### src/rtl/led_ctrl_pkg.sv
// Shared types and constants for the LED bank controller.
// Latency: n/a (declarations only).
// Backpressure: n/a.
package led_ctrl_pkg;

    typedef enum logic [1:0] {
        PASS  = 2'd0,
        ROT   = 2'd1,
        CNT   = 2'd2,
        BLINK = 2'd3
    } mode_e;

    // Button bit positions
    localparam int BTN_MODE  = 0;
    localparam int BTN_DIR   = 1;
    localparam int BTN_PAUSE = 2;
    localparam int BTN_CLR   = 3;
    localparam int BTN_STEP  = 4;

    localparam int PWM_W = 4;

    // Mode sequence PASS->ROT->CNT->BLINK->PASS relies on 2-bit wraparound
    function automatic mode_e next_mode(input mode_e m);
        return mode_e'(m + 2'd1);
    endfunction

endpackage

### src/rtl/led_ctrl_btn_debounce.sv
// Per-button synchroniser, debounce counter and one-cycle press pulse.
// Latency: raw edge to o_press is DB_CYC+2 cycles (sync 2 + DB_CYC stable observations).
// Backpressure: none; glitches shorter than DB_CYC cycles are dropped.
//
// Ports: clk, rst (sync active-low), i_btn (raw async), o_press (registered pulse).
module btn_debounce #(
    parameter int DB_CYC = 4
) (
    input  logic clk,
    input  logic rst,
    input  logic i_btn,
    output logic o_press
);

    localparam int CW = $clog2(DB_CYC + 1);

    logic          r_s1;
    logic          r_s2;
    logic          r_db;
    logic          r_arm;
    logic          r_press;
    logic [1:0]    r_warm;
    logic [CW-1:0] r_cnt;

    always_ff @(posedge clk) begin
        if (!rst) begin
            r_s1    <= 1'b0;
            r_s2    <= 1'b0;
            r_db    <= 1'b0;
            r_arm   <= 1'b0;
            r_press <= 1'b0;
            r_warm  <= 2'b00;
            r_cnt   <= '0;
        end else begin
            r_s1    <= i_btn;
            r_s2    <= r_s1;
            r_warm  <= {r_warm[0], 1'b1};
            r_press <= 1'b0;

            // The synchroniser holds reset zeros for two cycles, so a button
            // only arms once a genuinely released level has been seen. A button
            // held through reset therefore debounces high silently and needs a
            // release before its next press pulses.
            if (r_warm[1] && !r_s2 && !r_db)
                r_arm <= 1'b1;

            if (r_s2 == r_db) begin
                r_cnt <= '0;
            end else if (r_cnt == CW'(DB_CYC - 1)) begin
                r_cnt   <= '0;
                r_db    <= r_s2;
                r_press <= r_s2 & r_arm;
            end else begin
                r_cnt <= r_cnt + CW'(1);
            end
        end
    end

    assign o_press = r_press;

endmodule

### src/rtl/led_ctrl.sv
// Board LED controller: switch passthrough, rotate, count and blink display modes.
// Latency: switch change to ledr 3 cycles; button press to ledr DB_CYC+4 cycles.
// Backpressure: none; all inputs sampled every cycle.
//
// Ports: clk, rst (sync active-low), btn[BTN_W] raw buttons, sw[SW_W] raw
// switches, ledr[LED_W] registered LED drive.
// Optional: define LED_CTRL_PWM_EN to dim ROT/CNT/BLINK with a duty from the
// top four switches.
module led_ctrl
    import led_ctrl_pkg::*;
#(
    parameter int LED_W  = 16,
    parameter int SW_W   = 8,
    parameter int BTN_W  = 5,
    parameter int DIV    = 5000000,
    parameter int DB_CYC = 4
) (
    input  logic             clk,
    input  logic             rst,
    input  logic [BTN_W-1:0] btn,
    input  logic [SW_W-1:0]  sw,
    output logic [LED_W-1:0] ledr
);

    localparam int PW = $clog2(DIV);

    logic [SW_W-1:0]  r_sw_s1;
    logic [SW_W-1:0]  r_sw_s;
    logic [BTN_W-1:0] w_press;
    logic [PW-1:0]    r_presc;
    mode_e            r_mode;
    logic             r_dir;
    logic             r_paused;
    logic             r_phase;
    logic [LED_W-1:0] r_rot;
    logic [LED_W-1:0] r_cnt;
    logic [LED_W-1:0] r_ledr;
    logic [LED_W-1:0] w_pass;
    logic [LED_W-1:0] w_ledr_nxt;
    logic [LED_W-1:0] w_ledr_out;
    logic             w_tick;
    logic             w_adv;

    for (genvar g = 0; g < BTN_W; g++) begin : g_btn
        btn_debounce #(.DB_CYC(DB_CYC)) u_db (
            .clk     (clk),
            .rst     (rst),
            .i_btn   (btn[g]),
            .o_press (w_press[g])
        );
    end

    assign w_tick = (r_presc == PW'(DIV - 1));
    // Step only counts while paused; otherwise the free-running tick drives.
    assign w_adv  = (w_tick & ~r_paused) | (w_press[BTN_STEP] & r_paused);

    always_comb begin
        w_pass             = '0;
        w_pass[SW_W-1:0]   = r_sw_s;
        w_pass[SW_W]       = ^r_sw_s;
        w_ledr_nxt         = '0;
        case (r_mode)
            PASS:    w_ledr_nxt = w_pass;
            ROT:     w_ledr_nxt = r_rot;
            CNT:     w_ledr_nxt = r_cnt;
            BLINK:   w_ledr_nxt = r_phase ? LED_W'(r_sw_s) : '0;
            default: w_ledr_nxt = '0;
        endcase
    end

`ifdef LED_CTRL_PWM_EN
    logic [PWM_W-1:0] r_pwm;
    logic [PWM_W-1:0] w_duty;
    logic             w_gate;

    assign w_duty = r_sw_s[SW_W-1 -: PWM_W];
    // Full-scale duty must stay lit every cycle, not 15 of 16.
    assign w_gate = (w_duty == '1) | (r_pwm < w_duty);

    always_ff @(posedge clk) begin
        if (!rst) r_pwm <= '0;
        else      r_pwm <= r_pwm + PWM_W'(1);
    end

    assign w_ledr_out = ((r_mode == PASS) || w_gate) ? w_ledr_nxt : '0;
`else
    assign w_ledr_out = w_ledr_nxt;
`endif

    always_ff @(posedge clk) begin
        if (!rst) begin
            r_sw_s1  <= '0;
            r_sw_s   <= '0;
            r_presc  <= '0;
            r_mode   <= PASS;
            r_dir    <= 1'b0;
            r_paused <= 1'b0;
            r_phase  <= 1'b0;
            r_rot    <= LED_W'(1);
            r_cnt    <= '0;
            r_ledr   <= '0;
        end else begin
            r_sw_s1 <= sw;
            r_sw_s  <= r_sw_s1;
            r_presc <= w_tick ? '0 : r_presc + PW'(1);

            if (w_press[BTN_MODE])  r_mode   <= next_mode(r_mode);
            if (w_press[BTN_DIR])   r_dir    <= ~r_dir;
            if (w_press[BTN_PAUSE]) r_paused <= ~r_paused;

            // Clear wins over a coincident advance; the advance sees the
            // pre-press dir and paused values.
            if (w_press[BTN_CLR]) begin
                r_rot   <= LED_W'(1);
                r_cnt   <= '0;
                r_phase <= 1'b0;
                r_presc <= '0;
            end else if (w_adv) begin
                r_rot   <= r_dir ? {r_rot[0], r_rot[LED_W-1:1]}
                                 : {r_rot[LED_W-2:0], r_rot[LED_W-1]};
                r_cnt   <= r_cnt + LED_W'(1);
                r_phase <= ~r_phase;
            end

            r_ledr <= w_ledr_out;
        end
    end

    assign ledr = r_ledr;

endmodule
### config.mk
export PLATFORM = sky130hd
export DESIGN_NAME = led_ctrl
export DESIGN_NICKNAME = d
export VERILOG_FILES = /design/src/rtl/led_ctrl_pkg.sv /design/src/rtl/led_ctrl_btn_debounce.sv /design/src/rtl/led_ctrl.sv
export SDC_FILE = /design/constraint.sdc
export NUM_CORES = 1
export LEC_CHECK = 0
export ABC_AREA = 1
export CAP_MARGIN = 20
export CORE_UTILIZATION = 34
export DETAILED_ROUTE_END_ITERATION = 10
export PLACE_DENSITY = 0.5
export SLEW_MARGIN = 20
export SYNTH_ARGS = -nofsm -noshare
export SYNTH_HDL_FRONTEND = slang
export SYNTH_SLANG_ARGS = --single-unit
### constraint.sdc
create_clock -name clk -period 1.45 [get_ports clk]
set_clock_uncertainty 0.05 [all_clocks]
set_input_delay 0.2175 -clock clk [delete_from_list [all_inputs] [get_ports clk]]
set_output_delay 0.2175 -clock clk [all_outputs]
set_load 0.05 [all_outputs]
==> impl_metrics.env <==
export IMPL_period_needed_ns=1.507
export IMPL_antenna_found_initial=0
export IMPL_yosys_warnings=0
export IMPL_status="complete, but fails checks"
export IMPL_place_hpwl_um=9213
export IMPL_tightest_slew_ns=0.3951
export IMPL_synth_seq_cells=134
export IMPL_critPathMostFrequentCell="nand3_4"
export IMPL_layout_commonest_cell="nand2_1"
export IMPL_diodes=0
export IMPL_core_area_um2=16760
export IMPL_leakagePower_nw=3.420
export IMPL_cts_buffers=17
export IMPL_cap_violations=0
export IMPL_synthMuxAreaShare_pct=0.1910
export IMPL_async_flop_share_pct=0
export IMPL_syn_to_final_growth_pct=36.87
export IMPL_cpPeakStageDelay_ns=0.35
export IMPL_drt_wl_total_um=13590
export IMPL_start_kind="flop"
export IMPL_ios=31
export IMPL_setup_tns_ns=-0.9007
export IMPL_clockRootBuffer="clkbuf_16"
export IMPL_synth_edf_count=0
export IMPL_avgRoutedWirePerCell_um=11.78
export IMPL_tritoncts="done"
export IMPL_power_frac_comb_pct=3.9
export IMPL_violations="setup timing"
export IMPL_cts_htree_levels=4
export IMPL_via_per_inst=4.500
export IMPL_row_count=47
export IMPL_rsz0062_at_grt="yes"
export IMPL_critPathTopFamily="simple AND/OR/NAND/NOR gates"
export IMPL_dieArea_um2=17870
export IMPL_crit_required_ns=1.76
export IMPL_seq_area_frac_synth_pct=45.51
export IMPL_placed_cells=1111
export IMPL_synthDistinctLibCells=29
export IMPL_synth_flop_cell="dfxtp_1"
export IMPL_clockBufferDepth=2
export IMPL_vias=5193
export IMPL_fin_cells=1154
export IMPL_final_util_pct=48.14
export IMPL_synth_top_family_by_area="simple AND/OR/NAND/NOR gates"
export IMPL_fin_crit_sh_pct=103.9
export IMPL_setup_viol=26
export IMPL_dieHeight_um=133.7
export IMPL_gp_congestion=0.7789
export IMPL_drv_slew=0
export IMPL_arrival_ns=1.82
export IMPL_clockPowerShare_pct=51.3
export IMPL_grt_max_degree=24
export IMPL_worstPathMaxFanout=8
export IMPL_endpoint_kind="flop"
export IMPL_synth_xor_area_share_pct=5.349
export IMPL_dr_first_iter_drc_count=291
export IMPL_switching_share_pct=22.13
export IMPL_synthAdderAreaFrac_pct=3.396
export IMPL_drtAntennaViolNets=0
export IMPL_seqPwrFrac_pct=44.8
export IMPL_p_sw_mw=1.874
export IMPL_hold_viol_final=0
export IMPL_nNetsFinal=952
export IMPL_ir_worst_vdd_mv=0.8421
export IMPL_drive_gt1_share_pct=22.38
export IMPL_powerDensity_nw_per_um2=1050
export IMPL_worst_setup_path_type="reg2reg"
export IMPL_cp_cell_sequence="ha_4 > nand3_4 > nor2_4 > nand3_4 > nand2_4 > buf_12 > nand2_8 > nand2_2 > nand2_1 > nor2_1"
export IMPL_grt_use_total_pct=16.60
export IMPL_grt_ovfl_total=0
export IMPL_syn_inst=816
export IMPL_min_path_type="in2reg"
export IMPL_start_util_pct=35.17
export IMPL_cts_sinks=134
export IMPL_place_ws_ns=-0.1065
export IMPL_synth_compound_area_share_pct=6.453
export IMPL_port_buffers=30
export IMPL_synth_simple_area_share_pct=30.31
export IMPL_drc_errors=0
export IMPL_synthesis_nets=847
export IMPL_clk_latency_ns=0.43
export IMPL_fmax_mhz=663.6
export IMPL_postSynthAreaPerCell_um2=7.224
export IMPL_worst_slack_ns=-0.05684
export IMPL_netlist_area_um2=5894
export IMPL_intPower_mw=6.593
export IMPL_final_cell_mix="nand2_1 (182), dfxtp_1 (123), nor2_1 (97), inv_1 (91), buf_4 (72)"
export IMPL_die_w_um=133.7
export IMPL_grt_pass1_vias=4906
export IMPL_grt_pass1_wl_um=23290
export IMPL_drt_pass1_iterations=4
export IMPL_maxSlewHeadroom_pct=73.66
export IMPL_crit_buf_inv=1
export IMPL_path_clk_slew_ns=0.06
export IMPL_slowest_stage="dfxtp_2"
export IMPL_fillers=1676
## synth_stat cells (3+ instances only)
cell type	instances	area [um2]
xor2_1	25	219.0
nand4_1	15	93.84
nor3_1	9	45.04
buf_1	3	11.26
xnor2_1	11	96.34
buf_2	12	60.06
clkbuf_1	10	37.54
o22ai_1	4	25.02
a21oi_1	46	230.2
ha_1	16	200.2
inv_2	3	11.26
dfxtp_1	134	2683
nand3_1	66	330.3
inv_1	97	364.1
nand2_1	199	747.0
nor2_1	122	457.9
o21ai_0	25	125.1
nand3b_1	3	22.52
## power groups by stage
stage	clock (mW)	combinational (mW)	sequential [mW]
2_1_floorplan	0	0.149	3.89
3_3_place_gp	0	0.330	3.87
3_5_place_dp	0	0.331	3.87
4_1_cts	4.47	0.334	3.79
5_1_grt	4.60	0.376	3.80
6_report	4.35	0.330	3.79
## kinds of logic (layout without fill, tap and decap cells)
group	after synthesis	after routing
compound gates	75	75
xor+xnor	36	36
fa+ha+maj	16	16
buf+inv	129	244
flops	134	134
mux	1	1
simple gates	425	428
## state kept, by name, indices dropped and copies added (netlist names), 5 cells and up
signal / count
r_cnt: 16
r_presc: 23
r_sw_s: 8
g_btn.u_db.r_cnt: 15
r_sw_s1: 8
g_btn.u_db.r_arm: 5
r_rot: 16
g_btn.u_db.r_s1: 5
ledr: 16
g_btn.u_db.r_db: 5
g_btn.u_db.r_s2: 5
g_btn.u_db.o_press: 5
## layer usage
metal	part of all wire [%]	wire [um]	GRT usage (%)	vias to the layer above
met2	46	6190	25.41	74
met1	50	6751	22.26	2335
met4	1.2	161	7.197	0
met3	3.6	490	3.843	10
met5	0	0	0	-
li1	-	-	-	2774
## layout make-up
cell class / instances / area (um2) / area share, %
clock buffers: 23 / 478.0 / 5.924
clock inverters: 9 / 117.6 / 1.458
inverters: 101 / 379.1 / 4.699
multi-input cells: 556 / 2973 / 36.85
flip-flops and latches: 134 / 2699 / 33.45
well taps: 220 / 275.3 / 3.412
repair buffers: 111 / 1146 / 14.21
## worst paths after layout
check,from,to,slack (ns),cells after the start
hold / removal,sw[0],r_sw_s1[0],0.26,3
setup / recovery,r_presc[0],r_rot[5],-0.06,10
setup reg to reg,r_presc[0],r_rot[5],-0.06,10
hold reg to reg,r_sw_s1[3],r_sw_s[3],0.36,2
## worst min-delay path, cell delays in order
cell and delay (ns):
clkdlybuf4s50_1 0.39, nand2_1 0.06, inv_1 0.03
## stage by stage
step	hold slack (ns)	power (mW)	cell area (um2)
floorplan	0.1952	4.041	5912
global placement	0.3414	4.199	7102
detailed placement	0.3475	4.201	7102
CTS	0.2450	8.594	7869
global route	0.2746	8.773	8068
finish	0.2632	8.467	8068
## what timing repair did
| item | in CTS | in global routing |
|---|---|---|
| pin swaps | 4 | 17 |
| hold buffers | 0 | 0 |
| gates cloned | 3 | 1 |
| buffers inserted | 3 | 4 |
| resized for setup | 29 | 59 |
| endpoints found under the setup margin | 36 | 54 |
(Power assumes the default switching activity.)
